`config.mk`:
```
export PLATFORM = sky130hd
export DESIGN_NAME = qos_wrr
export DESIGN_NICKNAME = d
export VERILOG_FILES = /design/src/rtl/qos_wrr_pkg.sv /design/src/rtl/qos_wrr_fifo.sv /design/src/rtl/qos_wrr.sv
export SDC_FILE = /design/constraint.sdc
export NUM_CORES = 1
export LEC_CHECK = 0
export ABC_CLOCK_PERIOD_IN_PS = 5200
export CAP_MARGIN = 20
export CELL_PAD_IN_SITES_DETAIL_PLACEMENT = 0
export CELL_PAD_IN_SITES_GLOBAL_PLACEMENT = 1
export CORE_AREA = 2 2 145 161
export CTS_BUF_LIST = sky130_fd_sc_hd__clkbuf_2 sky130_fd_sc_hd__clkbuf_4 sky130_fd_sc_hd__clkbuf_8
export DETAILED_ROUTE_END_ITERATION = 7
export DIE_AREA = 0 0 147 163
export GPL_ROUTABILITY_DRIVEN = 0
export PLACE_DENSITY = 0.79
export SLEW_MARGIN = 40
export SYNTH_ARGS = -nofsm -noshare
export SYNTH_HDL_FRONTEND = slang
export SYNTH_SLANG_ARGS = --single-unit
```
`constraint.sdc`:
```
create_clock -name clk -period 5.2 [get_ports clk]
set_input_delay 1.56 -clock clk [delete_from_list [all_inputs] [get_ports clk]]
set_output_delay 1.56 -clock clk [all_outputs]
set_load 0.05 [all_outputs]
```
`src/rtl/qos_wrr_pkg.sv`:
```
`default_nettype none
// ============================================================================
//  Module      : qos_wrr_pkg
//  Description : Shared types for the QoS weighted round-robin stage.
//                qos_state_e - control FSM state encoding.
//  Revision    : 1.0 - initial release
// ============================================================================
package qos_wrr_pkg;

  // Control FSM states.
  typedef enum logic [1:0] {
    ST_INIT_WAIT = 2'd0,
    ST_INIT      = 2'd1,
    ST_IDLE      = 2'd2,
    ST_ACTIVE    = 2'd3
  } qos_state_e;

endpackage
`default_nettype wire

```
`src/rtl/qos_wrr_fifo.sv`:
```
`default_nettype none
// ============================================================================
//  Module      : qos_wrr_fifo
//  Description : Single-clock FIFO for one virtual channel, depth 1<<DEPTH_LOG2.
//                The caller never writes when full or reads when empty.
//  Ports       : clk, rst       - clock, synchronous active-high reset
//                wr_en/wr_data  - push a word
//                rd_en/rd_data  - pop the head word (rd_data shows the head)
//                flush          - empty the FIFO
//                buf_full, buf_empty, fifo_counter - occupancy status
//  Revision    : 1.0 - initial release
// ============================================================================
module qos_wrr_fifo #(
  parameter int DATA_WIDTH = 4,
  parameter int DEPTH_LOG2 = 3
) (
  input  logic                  clk,
  input  logic                  rst,
  input  logic                  wr_en,
  input  logic [DATA_WIDTH-1:0] wr_data,
  input  logic                  rd_en,
  output logic [DATA_WIDTH-1:0] rd_data,
  input  logic                  flush,
  output logic                  buf_full,
  output logic                  buf_empty,
  output logic [DEPTH_LOG2:0]   fifo_counter
);

  localparam int                DEPTH    = 1 << DEPTH_LOG2;
  localparam logic [DEPTH_LOG2:0] FULL_CNT = (DEPTH_LOG2+1)'(DEPTH);

  logic [DATA_WIDTH-1:0] mem_q [DEPTH];
  logic [DEPTH_LOG2-1:0] wr_ptr_q;
  logic [DEPTH_LOG2-1:0] rd_ptr_q;
  logic [DEPTH_LOG2:0]   cnt_q;

  // Storage carries no reset; only the pointers and count define validity.
  always_ff @(posedge clk) begin
    if (wr_en) begin
      mem_q[wr_ptr_q] <= wr_data;
    end
  end

  always_ff @(posedge clk) begin
    if (rst || flush) begin
      wr_ptr_q <= '0;
      rd_ptr_q <= '0;
      cnt_q    <= '0;
    end else begin
      if (wr_en) begin
        wr_ptr_q <= wr_ptr_q + 1'b1;
      end
      if (rd_en) begin
        rd_ptr_q <= rd_ptr_q + 1'b1;
      end
      cnt_q <= cnt_q + (DEPTH_LOG2+1)'(wr_en) - (DEPTH_LOG2+1)'(rd_en);
    end
  end

  assign rd_data      = mem_q[rd_ptr_q];
  assign buf_full     = (cnt_q == FULL_CNT);
  assign buf_empty    = (cnt_q == '0);
  assign fifo_counter = cnt_q;

endmodule
`default_nettype wire

```
`src/rtl/qos_wrr.sv`:
```
`default_nettype none
// ============================================================================
//  Module      : qos_wrr
//  Description : QoS stage. Demultiplexes input words into NUM_VC FIFOs and
//                drains them through a weighted round-robin arbiter into a
//                registered output stage with valid/ready handshake.
//                Per-VC flow control: pausa (level, hysteresis), continue_qos
//                (pulse), error_full (sticky overflow).
//  Ports       : clk, rst, enb, init           - control
//                umbral_alto/bajo, weights     - config, latched in INIT
//                in_valid, vc_id, input_qos    - input word
//                out_ready, output_qos, out_valid, out_vc - output stream
//                error_full, pausa, continue_qos, idle_qos - status
//  Revision    : 1.0 - initial release
// ============================================================================
module qos_wrr
  import qos_wrr_pkg::*;
#(
  parameter int DATA_WIDTH = 4,
  parameter int NUM_VC     = 4,
  parameter int VC_BITS    = 2,
  parameter int DEPTH_LOG2 = 3,
  parameter int WEIGHT_W   = 2
) (
  input  logic                         clk,
  input  logic                         rst,
  input  logic                         enb,
  input  logic                         init,
  input  logic [DEPTH_LOG2:0]          umbral_alto,
  input  logic [DEPTH_LOG2:0]          umbral_bajo,
  input  logic [NUM_VC*WEIGHT_W-1:0]   weights,
  input  logic                         in_valid,
  input  logic [VC_BITS-1:0]           vc_id,
  input  logic [DATA_WIDTH-1:0]        input_qos,
  input  logic                         out_ready,
  output logic [DATA_WIDTH-1:0]        output_qos,
  output logic                         out_valid,
  output logic [VC_BITS-1:0]           out_vc,
  output logic [NUM_VC-1:0]            error_full,
  output logic [NUM_VC-1:0]            pausa,
  output logic [NUM_VC-1:0]            continue_qos,
  output logic                         idle_qos
);

  localparam int               CW       = DEPTH_LOG2 + 1;
  localparam logic [VC_BITS:0] NUM_VC_L = (VC_BITS+1)'(NUM_VC);
  localparam logic [VC_BITS-1:0] LAST_VC = VC_BITS'(NUM_VC - 1);

  // --------------------------------------------------------------------------
  // State
  // --------------------------------------------------------------------------
  qos_state_e                  state_q, state_d;
  logic [CW-1:0]               alto_q, bajo_q;
  logic [NUM_VC*WEIGHT_W-1:0]  weights_q;
  logic [DATA_WIDTH-1:0]       out_data_q;
  logic                        out_valid_q;
  logic [VC_BITS-1:0]          out_vc_q;
  logic [VC_BITS-1:0]          ptr_q, ptr_d;
  logic [WEIGHT_W-1:0]         credit_q, credit_d;
  logic [NUM_VC-1:0]           err_q, pausa_q, cont_q;

  // --------------------------------------------------------------------------
  // Per-VC wires
  // --------------------------------------------------------------------------
  logic [NUM_VC-1:0]           full, empty, wr_en, rd_en, drop_full;
  logic [NUM_VC-1:0]           pausa_d, cont_d;
  logic [CW-1:0]               cnt     [NUM_VC];
  logic [CW-1:0]               cnt_nxt [NUM_VC];
  logic [DATA_WIDTH-1:0]       head    [NUM_VC];

  logic                        init_act, run, vc_ok, push_req, pop_slot, pop;
  logic                        grant_vld, g_empties, all_empty;
  logic [VC_BITS-1:0]          grant;
  logic [WEIGHT_W-1:0]         w_g, cred_eff;
  logic [DATA_WIDTH-1:0]       head_g;

  // init overrides enb: configuration and flush happen whenever init is
  // asserted or the FSM sits in INIT.
  assign init_act  = init | (state_q == ST_INIT);
  assign run       = enb & ~init_act & ((state_q == ST_IDLE) | (state_q == ST_ACTIVE));
  assign vc_ok     = ({1'b0, vc_id} < NUM_VC_L);
  assign push_req  = run & in_valid & vc_ok;
  assign pop_slot  = run & (out_ready | ~out_valid_q);
  assign pop       = pop_slot & grant_vld;
  assign all_empty = &empty;

  // --------------------------------------------------------------------------
  // Per-VC FIFOs and flow-control flags
  // --------------------------------------------------------------------------
  for (genvar i = 0; i < NUM_VC; i++) begin : g_vc
    logic sel;
    assign sel          = (vc_id == VC_BITS'(i));
    // Full is judged on the pre-cycle count; a same-cycle pop does not help.
    assign wr_en[i]     = push_req & sel & ~full[i];
    assign drop_full[i] = push_req & sel &  full[i];
    assign rd_en[i]     = pop & (grant == VC_BITS'(i));
    assign cnt_nxt[i]   = cnt[i] + CW'(wr_en[i]) - CW'(rd_en[i]);

    // Hysteresis: once set, pausa holds until the count falls to umbral_bajo.
    assign pausa_d[i]   = (cnt_nxt[i] >= alto_q) | (pausa_q[i] & (cnt_nxt[i] > bajo_q));
    assign cont_d[i]    = pausa_q[i] & (cnt_nxt[i] <= bajo_q);

    qos_wrr_fifo #(
      .DATA_WIDTH (DATA_WIDTH),
      .DEPTH_LOG2 (DEPTH_LOG2)
    ) u_fifo (
      .clk          (clk),
      .rst          (rst),
      .wr_en        (wr_en[i]),
      .wr_data      (input_qos),
      .rd_en        (rd_en[i]),
      .rd_data      (head[i]),
      .flush        (init_act),
      .buf_full     (full[i]),
      .buf_empty    (empty[i]),
      .fifo_counter (cnt[i])
    );
  end

  // --------------------------------------------------------------------------
  // WRR grant: stay on the pointer VC while it has data, otherwise take the
  // first non-empty VC after it in cyclic order.
  // --------------------------------------------------------------------------
  always_comb begin
    int idx;
    idx       = 0;
    grant_vld = 1'b0;
    grant     = ptr_q;
    if (!empty[ptr_q]) begin
      grant_vld = 1'b1;
    end else begin
      for (int k = 1; k < NUM_VC; k++) begin
        idx = int'(ptr_q) + k;
        if (idx >= NUM_VC) begin
          idx = idx - NUM_VC;
        end
        if (!grant_vld && !empty[VC_BITS'(idx)]) begin
          grant_vld = 1'b1;
          grant     = VC_BITS'(idx);
        end
      end
    end
  end

  // Attributes of the granted VC.
  always_comb begin
    w_g       = '0;
    g_empties = 1'b0;
    head_g    = '0;
    for (int i = 0; i < NUM_VC; i++) begin
      if (grant == VC_BITS'(i)) begin
        w_g       = weights_q[i*WEIGHT_W +: WEIGHT_W];
        g_empties = (cnt_nxt[i] == '0);
        head_g    = head[i];
      end
    end
  end

  // credit_q counts pops already granted to ptr_q in its current turn. A turn
  // ends after weight+1 pops or when the VC drains; only real pops move it.
  always_comb begin
    ptr_d    = ptr_q;
    credit_d = credit_q;
    cred_eff = (grant == ptr_q) ? credit_q : '0;
    if (pop) begin
      if ((cred_eff == w_g) || g_empties) begin
        ptr_d    = (grant == LAST_VC) ? '0 : grant + 1'b1;
        credit_d = '0;
      end else begin
        ptr_d    = grant;
        credit_d = cred_eff + 1'b1;
      end
    end
  end

  // --------------------------------------------------------------------------
  // Control FSM
  // --------------------------------------------------------------------------
  always_ff @(posedge clk) begin
    if (rst) begin
      state_q <= ST_INIT_WAIT;
    end else begin
      state_q <= state_d;
    end
  end

  always_comb begin
    state_d = state_q;
    case (state_q)
      ST_INIT_WAIT: begin
        if (init) state_d = ST_INIT;
      end
      ST_INIT: begin
        if (!init && enb) state_d = ST_IDLE;
      end
      ST_IDLE: begin
        if (init)          state_d = ST_INIT;
        else if (push_req) state_d = ST_ACTIVE;
      end
      ST_ACTIVE: begin
        if (init) begin
          state_d = ST_INIT;
        end else if (enb && all_empty && !out_valid_q && !push_req) begin
          state_d = ST_IDLE;
        end
      end
      default: state_d = ST_INIT_WAIT;
    endcase
  end

  // --------------------------------------------------------------------------
  // Datapath registers
  // --------------------------------------------------------------------------
  always_ff @(posedge clk) begin
    if (rst) begin
      alto_q      <= '0;
      bajo_q      <= '0;
      weights_q   <= '0;
      out_data_q  <= '0;
      out_valid_q <= 1'b0;
      out_vc_q    <= '0;
      ptr_q       <= '0;
      credit_q    <= '0;
      err_q       <= '0;
      pausa_q     <= '0;
      cont_q      <= '0;
    end else if (init_act) begin
      alto_q      <= umbral_alto;
      bajo_q      <= umbral_bajo;
      weights_q   <= weights;
      out_valid_q <= 1'b0;
      // FIFOs are flushed here, so the arbiter restarts from VC0.
      ptr_q       <= '0;
      credit_q    <= '0;
      err_q       <= '0;
      pausa_q     <= '0;
      cont_q      <= '0;
    end else if (run) begin
      err_q    <= err_q | drop_full;
      pausa_q  <= pausa_d;
      cont_q   <= cont_d;
      ptr_q    <= ptr_d;
      credit_q <= credit_d;
      if (pop) begin
        out_data_q  <= head_g;
        out_vc_q    <= grant;
        out_valid_q <= 1'b1;
      end else if (out_ready) begin
        out_valid_q <= 1'b0;
      end
    end
  end

  assign output_qos   = out_data_q;
  assign out_valid    = out_valid_q;
  assign out_vc       = out_vc_q;
  assign error_full   = err_q;
  assign pausa        = pausa_q;
  assign continue_qos = cont_q;
  assign idle_qos     = ((state_q == ST_IDLE) | (state_q == ST_ACTIVE)) & all_empty & ~out_valid_q;

endmodule
`default_nettype wire

```
# Word level (Yosys, flattened, before mapping)
# Memory sizes are Yosys's and may differ from the RTL's. A register that Yosys moved wholly into a read port is not among the register bits.
# Index checks and enable logic that the tools add are counted.
# W data, S select, Z words.
[totals]
register_bits = 81
ramBits = 128
n_memories = 4
[classes]
add_sub_neg = 24
order_cmp = 19
eq_ne = 19
mux = 68
bitwise = 45
reduce_logical = 33
[mem_list]
columns = ["name", "words", "width", "read_ports", "rd_ports_with_merged_regs", "wr", "line_no", "text"]
rows = [
  ["g_vc[0].u_fifo.mem_q", 8, 4, 1, 1, 1, "qos_wrr_fifo.sv:32", "logic [DATA_WIDTH-1:0] mem_q [DEPTH];"],
  ["g_vc[1].u_fifo.mem_q", 8, 4, 1, 1, 1, "qos_wrr_fifo.sv:32", ""],
  ["g_vc[2].u_fifo.mem_q", 8, 4, 1, 1, 1, "qos_wrr_fifo.sv:32", ""],
  ["g_vc[3].u_fifo.mem_q", 8, 4, 1, 1, 1, "qos_wrr_fifo.sv:32", ""],
]
[ops]
columns = ["operator", "n"]
rows = [
  ["$mux W2", 24],
  ["$logic_not A4 Y1", 8],
  ["$and A1 B1 Y1", 31],
  ["$mux W1", 27],
  ["$add A3 B1 Y3 const B", 8],
  ["$mux W3", 8],
  ["$add A4 B1 Y4", 4],
  ["$eq A4 B4 Y1 const B", 4],
  ["$ge A4 B4 Y1", 4],
  ["$gt A4 B4 Y1", 4],
  ["$le A4 B4 Y1", 4],
  ["$mux W4", 4],
  ["$sub A4 B1 Y4", 4],
  ["$eq A2 B2 Y1 const B", 6],
  ["$lt A2 B4 Y1 const B", 3],
  ["$ge A3 B3 Y1 const B", 3],
  ["$bmux W1 S2", 4],
  ["$pmux W2 S4", 1],
  ["$reduce_and A4 Y1", 2],
  ["$logic_not A1 Y1", 7],
  ["$or A1 B1 Y1", 7],
  ["$add A2 B2 Y3 const B", 2],
  ["$eq A2 B1 Y1 const B", 3],
  ["$logic_and A1 B1 Y1", 6],
  ["other kinds (16)", 30],
]

# Depth between registers and ports, before layout
# Gate-level depths: netlist (run 1).
[logic_depth]
ltp_word = 27
ltp_mapped = 25

# Hierarchy
# From an unflattened synthesis (run 1), not the netlist that was laid out.
[unflattened]
hier_cells = 921
hier_area_um2 = 10938.0
[by_module_without_submodules]
columns = ["module", "n_inst", "cells_each", "area_per_inst_um2", "seq_area_each_um2"]
rows = [
  ["qos_wrr_fifo at g_vc[0].u_fifo ...", 3, 118, 1866.8, 1221.2],
  ["qos_wrr", 1, 449, 3463.3, 820.8],
  ["qos_wrr_fifo at g_vc[2].u_fifo", 1, 118, 1874.3, 1221.2],
]

# Worst setup path after synthesis (run 1)
# Ideal clock, no wire load.
[synth_timing]
path_type = "input port to flip-flop"
from = "in init"
to = "reg ptr_q[0]"
setup_time_ns = 0.117
arrival_ns = 4.954
required_time_ns = 5.083
slack_ns = 0.129
cell_stages = 15
path_buffers = 0
cell_sequence = "and3b_1 -> nand2_1 -> nor4b_1 -> inv_1 -> ha_1 -> inv_1 -> ha_1 -> fa_1 -> xor2_1 -> nor3_1 -> nand2_1 -> or3_1 -> o211ai_1 -> or4_1 -> a32o_1"
[synth_lines]
columns = ["item", "line_no", "text"]
rows = [
  ["start, declared", "qos_wrr.sv:28", "input logic init,"],
  ["end signal, assigned", "qos_wrr.sv:242", "ptr_q <= ptr_d;"],
  ["end, declared", "qos_wrr.sv:58", "logic [VC_BITS-1:0] ptr_q, ptr_d;"],
]

==> impl_table.tex, run 1 <==
\begin{tabular}{lr}
\hline
Metric & Value \\
\hline
\multicolumn{2}{l}{\textbf{Critical path}} \\
CP Data Required Time & between 5 and 6 ns \\
CP arrival & 5.39 ns \\
Maximum fanout count along the critical path & 4 \\
Path type of the worst setup path & in -> reg \\
Reg2reg end & ptr\_q[0] \\
Startpoint of the worst-slack reg-to-reg timing path & g\_vc[0].u\_fifo.fifo\_counter[2] \\
Endpoint type of the worst setup path & flop \\
Worst Reg-to-Reg Cells & 20 \\
Type of origin of the critical path & primary input \\
Worst reg-to-reg setup slack & approximately 0.48 ns \\
\multicolumn{2}{l}{\textbf{Routing}} \\
Iteration count of the initial detailed-routing pass & 5 \\
Via Count & 6500 \\
Post-detailed-route count of antenna-violating nets & 0 \\
Via-to-Cell Ratio & approximately 5 \\
Wire per inst & roughly 17 um \\
Routed length on met1 & just over 9000 um \\
Wire length on met2 & 10700 um \\
Max Used Layer & met5 \\
Sum of routed wire length over all layers & roughly 21000 um \\
Drt initial violations & around 390 \\
Met3 routed WL & around 1000 um \\
Remaining routing DRC violations & 0 \\
\multicolumn{2}{l}{\textbf{Final layout}} \\
Commonest cells after routing, fill and taps aside & 128 x sky130\_fd\_sc\_hd\_\_edfxtp\_1, 93 x sky130\_fd\_sc\_hd\_\_dfxtp\_1, 88 x sky130\_fd\_sc\_hd\_\_nor2\_1, 74 x sky130\_fd\_sc\_hd\_\_nand2\_1, 67 x sky130\_fd\_sc\_hd\_\_ha\_1 \\
Area delta synth->final & 18.3\% \\
Fill count & between 1500 and 2000 \\
End-of-flow core utilization & 0.531 \\
Most common cell after layout, fill and taps aside & sky130\_fd\_sc\_hd\_\_edfxtp\_1 \\
Share of layout cells above drive strength 1 & 0.166 \\
Net count of the finished layout & 1038 \\
Number of diodes & 0 \\
\multicolumn{2}{l}{\textbf{Synthesis}} \\
Post-synth net total & between 900 and 1000 \\
Count of distinct cell types in the synthesized netlist & 52 \\
Instance count of the mapped netlist & 830 \\
Mapped cell area & roughly 10000 sq um \\
Portion of the post-synthesis area used by sequential elements & 0.565 \\
Mean post-synth cell area & 12.2 sq um \\
Total of flip-flops plus latches after synthesis & between 200 and 250 \\
Yosys warning count & 0 \\
Fraction of synthesis flops using an asynchronous set or reset pin & 0 \\
Post-synth EDFFs & approximately 130 \\
Primary flip-flop cell chosen by synthesis mapping & sky130\_fd\_sc\_hd\_\_edfxtp\_1 \\
\multicolumn{2}{l}{\textbf{Min path}} \\
Min-Delay Startpoint & continue\_qos[1] \\
Tightest Hold Check Type & reg -> reg \\
Hold path cells & 2 \\
End point of the most critical hold path & continue\_qos[1] \\
\multicolumn{2}{l}{\textbf{Timing}} \\
Max frequency & 0.202 GHz \\
Final hold slack & approximately 0.45 ns \\
Final Max Slew Viols & 0 \\
Final setup fails & 0 \\
Post-route clock period utilization & 0.952 \\
Worst Tran Pin Value & between 0.7 and 0.8 ns \\
Setup tns final & 0 ns \\
RSZ-0062 raised after global routing & no \\
Maximum clock skew at final layout & between 0.02 and 0.025 ns \\
Number of hold violations in the final report & 0 \\
Min Clock Period, post-route & $\sim$5.0 ns \\
Rel. slew slack & 0.504 \\
\multicolumn{2}{l}{\textbf{Placement}} \\
Port-buffer cells & between 40 and 50 \\
DP HPWL & $\sim$15000 um \\
\multicolumn{2}{l}{\textbf{Global route}} \\
Remaining global-route overflow & 0 \\
All-Layer GR Usage & 0.185 \\
Pin count of the biggest net entering global routing & 33 \\
Via count of the first global-routing pass & between 6000 and 7000 \\
First-pass GRT wire length & around 34000 um \\
Initial antenna violation count & 1 \\
\multicolumn{2}{l}{\textbf{Floorplan}} \\
Horiz. Die Dim & about 150 um \\
Die ar. & 24000 sq um \\
Initial Util & 0.449 \\
Number of top-level pins & 48 \\
Core Area & $\sim$22000 sq um \\
Cell row count & between 50 and 60 \\
Die Height & 163 um \\
\multicolumn{2}{l}{\textbf{CTS}} \\
Buffers inserted by post-CTS timing repair & 0 \\
Number of buffers created by CTS & 37 \\
CTS-repair resized insts & 0 \\
Clock transition at path regs & 0.06 ns \\
\# hold bufs at CTS & 0 \\
Number of clock sinks & 221 \\
Clock H-tree levels & 2 \\
Root cell of the clock tree & sky130\_fd\_sc\_hd\_\_clkbuf\_8 \\
Insertion delay of the later-clocked pin in the worst-skew pair & 0.54 ns \\
Clock tree from TritonCTS & yes \\
Buffer depth of the longest clock path & 3 \\
\multicolumn{2}{l}{\textbf{Power and ir drop}} \\
Total power of the final layout & roughly 3.5 mW \\
Clock share of power & 0.429 \\
Part of the total power dissipated in combinational logic & 0.037 \\
Pwr/cell area & roughly 290 nW/um\^{}2 \\
IR drop worst, VDD & about 0.00027 V \\
Internal Pwr Total & 2.73 mW \\
Switching component of the power & $\sim$770 uW \\
Net switching fraction of the power & 0.219 \\
Power share of the sequential group & 0.533 \\
Leakage power summed over all cells & around 4.4 nW \\
\multicolumn{2}{l}{\textbf{Run status}} \\
Outcome & completed \\
\multicolumn{2}{l}{\textbf{Job}} \\
Number of violations of the max-capacitance limit & 0 \\
\hline
\end{tabular}
critical path: stages:
cell and delay [ns]:
sky130_fd_sc_hd__clkdlybuf4s50_1 0.43, sky130_fd_sc_hd__and3b_1 0.32, sky130_fd_sc_hd__nand2_1 0.16, sky130_fd_sc_hd__nor3_1 0.29, sky130_fd_sc_hd__a21boi_1 0.24, sky130_fd_sc_hd__or2_2 0.17, sky130_fd_sc_hd__nand2_1 0.05, sky130_fd_sc_hd__ha_1 0.20
sky130_fd_sc_hd__fa_1 0.39, sky130_fd_sc_hd__xor2_1 0.22, sky130_fd_sc_hd__nor4_1 0.08, sky130_fd_sc_hd__a22oi_1 0.22, sky130_fd_sc_hd__o211ai_1 0.24, sky130_fd_sc_hd__or4_1 0.56, sky130_fd_sc_hd__a32o_1 0.25
through the flow:
stage	instance area, sq um	setup slack, ns	std cells
after detailed placement	11200	-0.210	1200
after global placement	11200	-0.118	1200
after global routing	11900	0.0298	1268
final	11900	0.248	1268
after floorplan	10100	0.129	830
after CTS	11900	0.323	1268
how the worst max path moves through the flow:
stage / from / end / slack, ns / cells after the start
final: init / ptr_q[0] / 0.25 / 15
after global routing: init / ptr_q[0] / 0.03 / 15
after CTS: init / ptr_q[0] / 0.32 / 15
after detailed placement: init / ptr_q[0] / -0.21 / 15
after global placement: init / ptr_q[0] / -0.12 / 18
after floorplan: init / ptr_q[0] / 0.13 / 15
cell usage after synthesis (3+ instances only):
library cell | n | area, sq um
sky130_fd_sc_hd__a31oi_1 | 6 | 37.5
sky130_fd_sc_hd__xnor2_1 | 4 | 35.0
sky130_fd_sc_hd__nor2b_1 | 6 | 37.5
sky130_fd_sc_hd__mux4_2 | 33 | 743
sky130_fd_sc_hd__fa_1 | 4 | 80.1
sky130_fd_sc_hd__xor2_1 | 18 | 158
sky130_fd_sc_hd__nand2_1 | 74 | 278
sky130_fd_sc_hd__dfxtp_1 | 93 | 1860
sky130_fd_sc_hd__nand3b_1 | 3 | 22.5
sky130_fd_sc_hd__a21oi_1 | 54 | 270
sky130_fd_sc_hd__edfxtp_1 | 128 | 3840
sky130_fd_sc_hd__clkbuf_1 | 28 | 105
sky130_fd_sc_hd__a21o_1 | 14 | 105
sky130_fd_sc_hd__nand4_1 | 5 | 31.3
sky130_fd_sc_hd__mux2_2 | 8 | 90.1
sky130_fd_sc_hd__or3_1 | 6 | 37.5
sky130_fd_sc_hd__ha_1 | 67 | 838
sky130_fd_sc_hd__nand2b_1 | 18 | 113
sky130_fd_sc_hd__inv_1 | 44 | 165
sky130_fd_sc_hd__nand3_1 | 12 | 60.1
sky130_fd_sc_hd__o21a_1 | 9 | 67.6
sky130_fd_sc_hd__nor2_1 | 88 | 330
sky130_fd_sc_hd__o211ai_1 | 3 | 22.5
sky130_fd_sc_hd__nor3_1 | 18 | 90.1
sky130_fd_sc_hd__o21ai_0 | 11 | 55.1
sky130_fd_sc_hd__mux2i_1 | 15 | 150
sky130_fd_sc_hd__and2_1 | 11 | 68.8
sky130_fd_sc_hd__or2_2 | 4 | 25.0
sky130_fd_sc_hd__a211oi_1 | 13 | 97.6
sky130_fd_sc_hd__nor3b_1 | 5 | 37.5
power by group through the flow:
stage / sequential [mW] / clock, mW / combinational (mW)
2_1_floorplan: 1.90 / 0 / 0.0674
4_1_cts: 1.86 / 1.54 / 0.132
3_3_place_gp: 1.90 / 0 / 0.131
6_report: 1.86 / 1.50 / 0.130
5_1_grt: 1.86 / 1.62 / 0.148
3_5_place_dp: 1.90 / 0 / 0.132
layout make-up:
type | instances | area (sq um) | share of cell area
clock buffer | 48 | 604 | 0.0506
clock inverter | 20 | 121 | 0.0102
inverter | 44 | 165 | 0.0138
multi-input combinational | 535 | 4110 | 0.345
sequential | 221 | 5710 | 0.478
tap | 300 | 375 | 0.0314
timing repair buffer | 100 | 853 | 0.0715
layer usage:
metal	GRT usage	up-vias
met5	0	-
met4	0.0625	2
met3	0.0378	35
met2	0.328	144
met1	0.226	3094
li1	-	3225
logic make-up (layout without fill, tap and decap cells):
family,count (synthesis),in the layout,synth area share
AOI/OAI and AO/OA,124,124,0.0767
xor gates and xnor gates,22,22,0.0191
adders and majority gates,71,71,0.0910
buffers and inverters,74,212,0.0275
DFF,221,221,0.565
muxes,56,56,0.0974
and+or+nand+nor,262,262,0.123
state kept, by name (all words and copies together), names as in the netlist, named ones only:
name and count:
ptr_q 2, state_q 2, weights_q 8, pausa 4, g_vc.u_fifo.fifo_counter 16, g_vc.u_fifo.wr_ptr_q 12, g_vc.u_fifo.mem_q 128, g_vc.u_fifo.rd_ptr_q 12
alto_q 4, continue_qos 4, output_qos 4, bajo_q 4, out_valid 1, credit_q 2, out_vc 2, error_full 4
No activity file was read; power rests on OpenSTA's default activity.
==> inputs of run 2 (changes only) <==
--- a/config.mk
+++ b/config.mk
@@ -9,12 +9,12 @@
 export CAP_MARGIN = 20
 export CELL_PAD_IN_SITES_DETAIL_PLACEMENT = 0
 export CELL_PAD_IN_SITES_GLOBAL_PLACEMENT = 1
-export CORE_AREA = 2 2 145 161
+export CORE_AREA = 2 2 165 184
 export CTS_BUF_LIST = sky130_fd_sc_hd__clkbuf_2 sky130_fd_sc_hd__clkbuf_4 sky130_fd_sc_hd__clkbuf_8
 export DETAILED_ROUTE_END_ITERATION = 7
-export DIE_AREA = 0 0 147 163
+export DIE_AREA = 0 0 167 186
 export GPL_ROUTABILITY_DRIVEN = 0
-export PLACE_DENSITY = 0.79
+export PLACE_DENSITY = 0.73
 export SLEW_MARGIN = 40
 export SYNTH_ARGS = -nofsm -noshare
 export SYNTH_HDL_FRONTEND = slang
==> run 2 against run 1 <==
Net effect: clock power is 7% higher; first-iteration DRC count is 21% lower; via count is 0.49% lower; sequential cell count stayed put; clock skew is 0.012 ns higher; register-to-register slack better by 0.09 ns; power is 3.1% higher; non-clock buffer count is 6 lower; maximum frequency is 0.14% lower; combinational power is 3% higher; largest cell class unchanged; largest power group unchanged.
==> impl_table.tex, run 2 (same netlist as run 1, synthesis figures left out) <==
\begin{tabular}{lr}
\hline
Metric & Value \\
\hline
\multicolumn{2}{l}{\textbf{Floorplan}} \\
Horiz. Die Dim & 167 um (+14\%) \\
Cell row count & 66 (+14\%) \\
Die Height & 186 um (+14\%) \\
Die ar. & 31100 sq um (+30\%) \\
Number of top-level pins & 48 (unchanged) \\
Initial Util & 0.346 (-0.102) \\
Core Area & 29200 sq um (+30\%) \\
\multicolumn{2}{l}{\textbf{CTS}} \\
Number of clock sinks & 221 (unchanged) \\
Clock H-tree levels & 2 (unchanged) \\
Insertion delay of the later-clocked pin in the worst-skew pair & 0.54 ns (about the same) \\
Root cell of the clock tree & sky130\_fd\_sc\_hd\_\_clkbuf\_8 \\
Clock tree from TritonCTS & yes \\
Buffer depth of the longest clock path & 3 (unchanged) \\
Buffers inserted by post-CTS timing repair & 0 (unchanged) \\
Clock transition at path regs & 0.06 ns (about the same) \\
Number of buffers created by CTS & 38 (+2.7\%) \\
\multicolumn{2}{l}{\textbf{Power and ir drop}} \\
Leakage power summed over all cells & 4.36 nW (+0.14\%) \\
IR drop worst, VDD & 0.000140 V (-48\%) \\
Pwr/cell area & 298 nW/um\^{}2 (+1.9\%) \\
Total power of the final layout & 3.60 mW (+3.1\%) \\
\multicolumn{2}{l}{\textbf{Timing}} \\
Final setup fails & 0 (unchanged) \\
RSZ-0062 raised after global routing & no \\
Final Max Slew Viols & 0 (unchanged) \\
Post-route clock period utilization & 0.954 (+0.00132) \\
Minimum setup slack in the final design & 0.241 ns (-0.00685 ns) \\
Worst Tran Pin Value & 0.756 ns (+0.0143 ns) \\
Number of hold violations in the final report & 0 (unchanged) \\
Rel. slew slack & 0.494 (-0.00956) \\
Min Clock Period, post-route & 4.96 ns (+0.00685 ns) \\
Max frequency & 0.202 GHz (-0.14\%) \\
Setup tns final & 0 ns (unchanged) \\
Maximum clock skew at final layout & 0.0344 ns (+0.0118 ns) \\
\multicolumn{2}{l}{\textbf{Global route}} \\
First-pass GRT wire length & 36000 um (+4.3\%) \\
Initial antenna violation count & 0 (-1) \\
Remaining global-route overflow & 0 (unchanged) \\
All-Layer GR Usage & 0.147 (-0.0376) \\
Pin count of the biggest net entering global routing & 33 (unchanged) \\
Via count of the first global-routing pass & 6763 (+1.4\%) \\
\multicolumn{2}{l}{\textbf{Final layout}} \\
Most common cell after layout, fill and taps aside & sky130\_fd\_sc\_hd\_\_edfxtp\_1 \\
Register name with the most flops & g\_vc.u\_fifo.mem\_q \\
Non-filler instance count after layout & 1336 (+5.4\%) \\
Number of diodes & 0 (unchanged) \\
Share of layout cells above drive strength 1 & 0.166 (about the same) \\
Largest register FFs & 128 (unchanged) \\
Commonest cells after routing, fill and taps aside & 128 x sky130\_fd\_sc\_hd\_\_edfxtp\_1, 93 x sky130\_fd\_sc\_hd\_\_dfxtp\_1, 88 x sky130\_fd\_sc\_hd\_\_nor2\_1, 74 x sky130\_fd\_sc\_hd\_\_nand2\_1, 67 x sky130\_fd\_sc\_hd\_\_ha\_1 \\
Area delta synth->final & 19.7\% \\
Net count of the finished layout & 1033 (-0.48\%) \\
\multicolumn{2}{l}{\textbf{Placement}} \\
Port-buffer cells & 47 (unchanged) \\
Setup WS pre-CTS & -0.242 ns (-0.0323 ns) \\
DP HPWL & 16100 um (+4.9\%) \\
Placed Cells & 1268 (+5.7\%) \\
\multicolumn{2}{l}{\textbf{Routing}} \\
Post-detailed-route count of antenna-violating nets & 0 (unchanged) \\
Sum of routed wire length over all layers & 22500 um (+4.4\%) \\
Via-to-Cell Ratio & 4.84 (-5.6\%) \\
Iteration count of the initial detailed-routing pass & 4 (-1) \\
Wire per inst & 16.8 um (-0.87\%) \\
Drt initial violations & 305 (-21\%) \\
Via Count & 6468 (-0.49\%) \\
Remaining routing DRC violations & 0 (unchanged) \\
\multicolumn{2}{l}{\textbf{Critical path}} \\
Endpoint type of the worst setup path & flop \\
CP Data Required Time & 5.58 ns (-0.05 ns) \\
CP arrival & 5.34 ns (-0.05 ns) \\
Type of origin of the critical path & primary input \\
Maximum fanout count along the critical path & 6 (+2) \\
Path type of the worst setup path & in -> reg \\
\multicolumn{2}{l}{\textbf{Job}} \\
Number of violations of the max-capacitance limit & 0 (unchanged) \\
\multicolumn{2}{l}{\textbf{Run status}} \\
Outcome & completed \\
\multicolumn{2}{l}{\textbf{Min path}} \\
Tightest Hold Check Type & reg -> reg \\
\hline
\end{tabular}
[run 2: cell count changes in the layout (fill, tap and decap cells not counted), sizes merged]
cell / previous run / this run
clkinv: 17 / 13
clkbuf: 48 / 53
clkdlybuf4s50: 44 / 46
clkinvlp: 0 / 1
buf: 56 / 48
inv: 46 / 44
[run 2: stage by stage]
stage / util / hold slack [ns] / instance area (sq um)
2_1_floorplan: - / 0.432 / 10100
3_3_place_gp: 0.387 / 0.440 / 11300
3_5_place_dp: 0.387 / 0.448 / 11300
4_1_cts: 0.414 / 0.457 / 12100
5_1_grt: 0.415 / 0.479 / 12100
6_report: 0.415 / 0.456 / 12100
[run 2: repair_timing]
| action | CTS | global route |
|---|---|---|
| hold buffers | 0 | 0 |
| setup endpoints to repair | 0 | 1 |
| resized for setup | 0 | 2 |
[run 2: where the power goes]
part	switching [mW]	total (mW)	internal, mW
registers	0.00775	1.86	1.86
logic	0.0776	0.134	0.0561
clock network	0.700	1.61	0.906
[run 2: layout make-up]
type / instances / area, sq um
clock buffers: 53 / 686
clock inverters: 15 / 106
fillers: 2712 / 17100
inverters: 44 / 165
multi-input cells: 535 / 4120
flip-flops and latches: 221 / 5710
well taps: 374 / 468
repair buffers: 94 / 831
[run 2: critical path, stage by stage]
cell and delay, ns:
sky130_fd_sc_hd__clkdlybuf4s50_1 0.43, sky130_fd_sc_hd__and3b_1 0.36, sky130_fd_sc_hd__o21ai_0 0.17, sky130_fd_sc_hd__a21oi_1 0.15, sky130_fd_sc_hd__buf_4 0.18, sky130_fd_sc_hd__buf_4 0.12
sky130_fd_sc_hd__nand2_1 0.08, sky130_fd_sc_hd__inv_1 0.07, sky130_fd_sc_hd__ha_1 0.22, sky130_fd_sc_hd__inv_1 0.06, sky130_fd_sc_hd__ha_1 0.17, sky130_fd_sc_hd__fa_1 0.48
sky130_fd_sc_hd__ha_1 0.32, sky130_fd_sc_hd__nor2b_1 0.14, sky130_fd_sc_hd__o21a_1 0.17, sky130_fd_sc_hd__o21a_1 0.16, sky130_fd_sc_hd__o21ai_0 0.23, sky130_fd_sc_hd__nand2_1 0.09
sky130_fd_sc_hd__a21oi_1 0.14, sky130_fd_sc_hd__nor2_1 0.04
[run 2: worst paths after layout]
kind	from	endpoint	slack, ns	cells past startpoint
max	init	pausa[2]	0.24	20
min	continue_qos[3]	continue_qos[3]	0.46	2
max reg2reg	g_vc[0].u_fifo.fifo_counter[2]	pausa[2]	0.57	24
min reg2reg	continue_qos[3]	continue_qos[3]	0.46	2
[run 2: metal layers]
| layer | vias to the layer above | global-route usage | share of wire |
|---|---|---|---|
| li1 | 3219 | - | - |
| met1 | 3080 | 0.182 | 0.45 |
| met2 | 127 | 0.263 | 0.49 |
| met3 | 42 | 0.0268 | 0.042 |
| met4 | 0 | 0.0459 | 0.020 |
| met5 | - | 0 | 0 |
==> inputs of run 3 (changes only) <==
--- a/config.mk
+++ b/config.mk
@@ -15,6 +15,7 @@
 export DIE_AREA = 0 0 167 186
 export GPL_ROUTABILITY_DRIVEN = 0
 export PLACE_DENSITY = 0.73
+export RECOVER_POWER = 25
 export SLEW_MARGIN = 40
 export SYNTH_ARGS = -nofsm -noshare
 export SYNTH_HDL_FRONTEND = slang
==> run 3 against run 2 <==
Net effect: sequential power about the same; combinational power hardly changed; first-iteration DRC count down 3.9%; non-clock buffer count stayed put; cell area decreased by 0.10%; global-route usage unchanged; hold slack about the same; final cell count is the same; sequential cell count unchanged; via count is 0.15% lower; register-to-register slack is essentially flat; critical path type unchanged.
==> impl_table.tex, run 3 (same netlist as run 1, synthesis figures left out) <==
\begin{tabular}{lr}
\hline
Metric & Value \\
\hline
\multicolumn{2}{l}{\textbf{Routing}} \\
Via-to-Cell Ratio & 4.83 (-0.15\%) \\
Remaining routing DRC violations & 0 (unchanged) \\
Wire per inst & 16.8 um (about the same) \\
Via Count & 6458 (-0.15\%) \\
Post-detailed-route count of antenna-violating nets & 0 (unchanged) \\
Sum of routed wire length over all layers & 22400 um (about the same) \\
Iteration count of the initial detailed-routing pass & 4 (unchanged) \\
Drt initial violations & 293 (-3.9\%) \\
\multicolumn{2}{l}{\textbf{Critical path}} \\
Maximum fanout count along the critical path & 6 (unchanged) \\
CP arrival & 5.31 ns (-0.03 ns) \\
Endpoint type of the worst setup path & flop \\
CP Capture Point & pausa[2] \\
Startpoint of the worst-slack reg-to-reg timing path & g\_vc[0].u\_fifo.fifo\_counter[2] \\
Worst reg-to-reg setup slack & 0.58 ns (about the same) \\
Worst Reg-to-Reg Cells & 24 (unchanged) \\
CP Data Required Time & 5.58 ns (about the same) \\
Origin of the worst setup path & init \\
Type of origin of the critical path & primary input \\
Reg2reg end & pausa[2] \\
Path type of the worst setup path & in -> reg \\
\multicolumn{2}{l}{\textbf{Final layout}} \\
Non-filler instance count after layout & 1336 (unchanged) \\
End-of-flow core utilization & 0.414 (-0.000429) \\
Largest register FFs & 128 (unchanged) \\
Area delta synth->final & 19.6\% \\
Register name with the most flops & g\_vc.u\_fifo.mem\_q \\
Area taken by multi-input logic gates & 4120 sq um (unchanged) \\
Most common cell after layout, fill and taps aside & sky130\_fd\_sc\_hd\_\_edfxtp\_1 \\
Sequential cell area in the final layout & 5710 sq um (unchanged) \\
Share of layout cells above drive strength 1 & 0.162 (-0.00416) \\
Commonest cells after routing, fill and taps aside & 128 x sky130\_fd\_sc\_hd\_\_edfxtp\_1, 93 x sky130\_fd\_sc\_hd\_\_dfxtp\_1, 88 x sky130\_fd\_sc\_hd\_\_nor2\_1, 74 x sky130\_fd\_sc\_hd\_\_nand2\_1, 67 x sky130\_fd\_sc\_hd\_\_ha\_1 \\
Net count of the finished layout & 1033 (unchanged) \\
Fill count & 2715 (+0.11\%) \\
Number of diodes & 0 (unchanged) \\
\multicolumn{2}{l}{\textbf{Placement}} \\
Port-buffer cells & 47 (unchanged) \\
Placed Cells & 1268 (unchanged) \\
DP HPWL & 16100 um (unchanged) \\
\multicolumn{2}{l}{\textbf{Power and ir drop}} \\
Net switching fraction of the power & 0.218 (about the same) \\
Pwr/cell area & 299 nW/um\^{}2 (about the same) \\
Total power of the final layout & 3.60 mW (about the same) \\
Leakage power summed over all cells & 4.34 nW (-0.29\%) \\
Power share of the sequential group & 0.518 (about the same) \\
Part of the total power dissipated in combinational logic & 0.037 (about the same) \\
Clock share of power & 0.446 (about the same) \\
Switching component of the power & 785 uW (about the same) \\
Internal Pwr Total & 2.82 mW (about the same) \\
IR drop worst, VDD & 0.000140 V (+0.11\%) \\
\multicolumn{2}{l}{\textbf{Timing}} \\
Maximum clock skew at final layout & 0.0343 ns (-0.000105 ns) \\
Setup tns final & 0 ns (unchanged) \\
Worst Tran Pin Value & 1.49 ns (+0.733 ns) \\
RSZ-0062 raised after global routing & no \\
Post-route clock period utilization & 0.949 (-0.00467) \\
Min Clock Period, post-route & 4.93 ns (-0.0243 ns) \\
Rel. slew slack & 0.00746 (-0.487) \\
Final setup fails & 0 (unchanged) \\
Number of hold violations in the final report & 0 (unchanged) \\
Final Max Slew Viols & 0 (unchanged) \\
Max frequency & 0.203 GHz (+0.49\%) \\
\multicolumn{2}{l}{\textbf{CTS}} \\
\# hold bufs at CTS & 0 (unchanged) \\
Insertion delay of the later-clocked pin in the worst-skew pair & 0.54 ns (about the same) \\
Clock transition at path regs & 0.06 ns (about the same) \\
Clock tree from TritonCTS & yes \\
Number of clock sinks & 221 (unchanged) \\
Number of buffers created by CTS & 38 (unchanged) \\
Root cell of the clock tree & sky130\_fd\_sc\_hd\_\_clkbuf\_8 \\
Buffer depth of the longest clock path & 3 (unchanged) \\
Clock H-tree levels & 2 (unchanged) \\
\multicolumn{2}{l}{\textbf{Global route}} \\
Met3 track demand over resource & 0.0268 (unchanged) \\
Remaining global-route overflow & 0 (unchanged) \\
Initial antenna violation count & 0 (unchanged) \\
All-Layer GR Usage & 0.147 (unchanged) \\
Global-route met1 utilization & 0.182 (unchanged) \\
Met2 demand-to-capacity share in global routing & 0.263 (unchanged) \\
Pin count of the biggest net entering global routing & 33 (unchanged) \\
Routing layer with the top usage in global route & met2 \\
Via count of the first global-routing pass & 6763 (unchanged) \\
First-pass GRT wire length & 36000 um (unchanged) \\
\multicolumn{2}{l}{\textbf{Floorplan}} \\
Initial Util & 0.346 (unchanged) \\
Die Height & 186 um (unchanged) \\
Horiz. Die Dim & 167 um (unchanged) \\
Number of top-level pins & 48 (unchanged) \\
Die ar. & 31100 sq um (unchanged) \\
Core Area & 29200 sq um (unchanged) \\
Cell row count & 66 (unchanged) \\
\multicolumn{2}{l}{\textbf{Min path}} \\
Tightest Hold Check Type & reg -> reg \\
\multicolumn{2}{l}{\textbf{Run status}} \\
Outcome & completed \\
\multicolumn{2}{l}{\textbf{Job}} \\
Number of violations of the max-capacitance limit & 0 (unchanged) \\
\hline
\end{tabular}
## run 3: cell count changes in the layout (fill, tap and decap cells not counted), sizes merged
cell	change
buf	-4
clkbuf	+4
clkdlybuf4s50	-3
dlygate4sd3	+3
## run 3: routing by layer
layer / part of all wire / vias to the layer above
met5: 0 / -
met4: 0.019 / 0
met3: 0.043 / 38
met2: 0.49 / 127
met1: 0.45 / 3075
li1: - / 3218
## run 3: worst min-delay path by stage
stage	from	depth (start not counted)	endpoint	slack, ns
2_1_floorplan	alto_q[1]	2	alto_q[1]	0.43
3_3_place_gp	bajo_q[2]	2	bajo_q[2]	0.44
3_5_place_dp	continue_qos[3]	2	continue_qos[3]	0.45
4_1_cts	continue_qos[3]	2	continue_qos[3]	0.46
5_1_grt	continue_qos[1]	2	continue_qos[1]	0.48
6_report	continue_qos[3]	2	continue_qos[3]	0.46
## run 3: area by class of cell
cell class                      instances  area share
Multi-Input combinational cell        535       0.342
Sequential cell                       221       0.473
Inverter                               44      0.0137
Tap cell                              374      0.0388
Timing Repair Buffer                   94      0.0678
Clock inverter                         15     0.00881
Clock buffer                           53      0.0568
## run 3: repair_timing
action	in CTS	in global routing
resized for setup	0	2
buffers inserted	0	0
endpoints found under the setup margin	0	1
## run 3: power groups by stage
stage | clock network, mW | registers, mW | logic (mW)
5_1_grt | 1.73 | 1.87 | 0.148
2_1_floorplan | 0 | 1.90 | 0.0674
3_5_place_dp | 0 | 1.90 | 0.135
6_report | 1.61 | 1.87 | 0.132
3_3_place_gp | 0 | 1.90 | 0.134
4_1_cts | 1.66 | 1.86 | 0.136
## run 3: stage by stage
stage | setup WS, ns | hold WS (ns) | instance area [sq um]
detailed placement | -0.242 | 0.448 | 11300
global route | 0.0270 | 0.479 | 12100
global placement | -0.209 | 0.440 | 11300
floorplan | 0.129 | 0.432 | 10100
finish | 0.266 | 0.456 | 12100
CTS | 0.284 | 0.457 | 12100
## run 3: worst max-delay path: stages
cell                              delay (ns)
sky130_fd_sc_hd__clkdlybuf4s50_1        0.43
sky130_fd_sc_hd__and3b_1                0.34
sky130_fd_sc_hd__o21ai_0                0.16
sky130_fd_sc_hd__a21oi_1                0.15
sky130_fd_sc_hd__buf_4                  0.18
sky130_fd_sc_hd__buf_4                  0.12
sky130_fd_sc_hd__nand2_1                0.08
sky130_fd_sc_hd__inv_1                  0.07
sky130_fd_sc_hd__ha_1                   0.22
sky130_fd_sc_hd__inv_1                  0.06
sky130_fd_sc_hd__ha_1                   0.17
sky130_fd_sc_hd__fa_1                   0.48
sky130_fd_sc_hd__ha_1                   0.32
sky130_fd_sc_hd__nor2b_1                0.14
sky130_fd_sc_hd__o21a_1                 0.17
sky130_fd_sc_hd__o21a_1                 0.16
sky130_fd_sc_hd__o21ai_0                0.23
sky130_fd_sc_hd__nand2_1                0.09
sky130_fd_sc_hd__a21oi_1                0.14
sky130_fd_sc_hd__nor2_1                 0.04
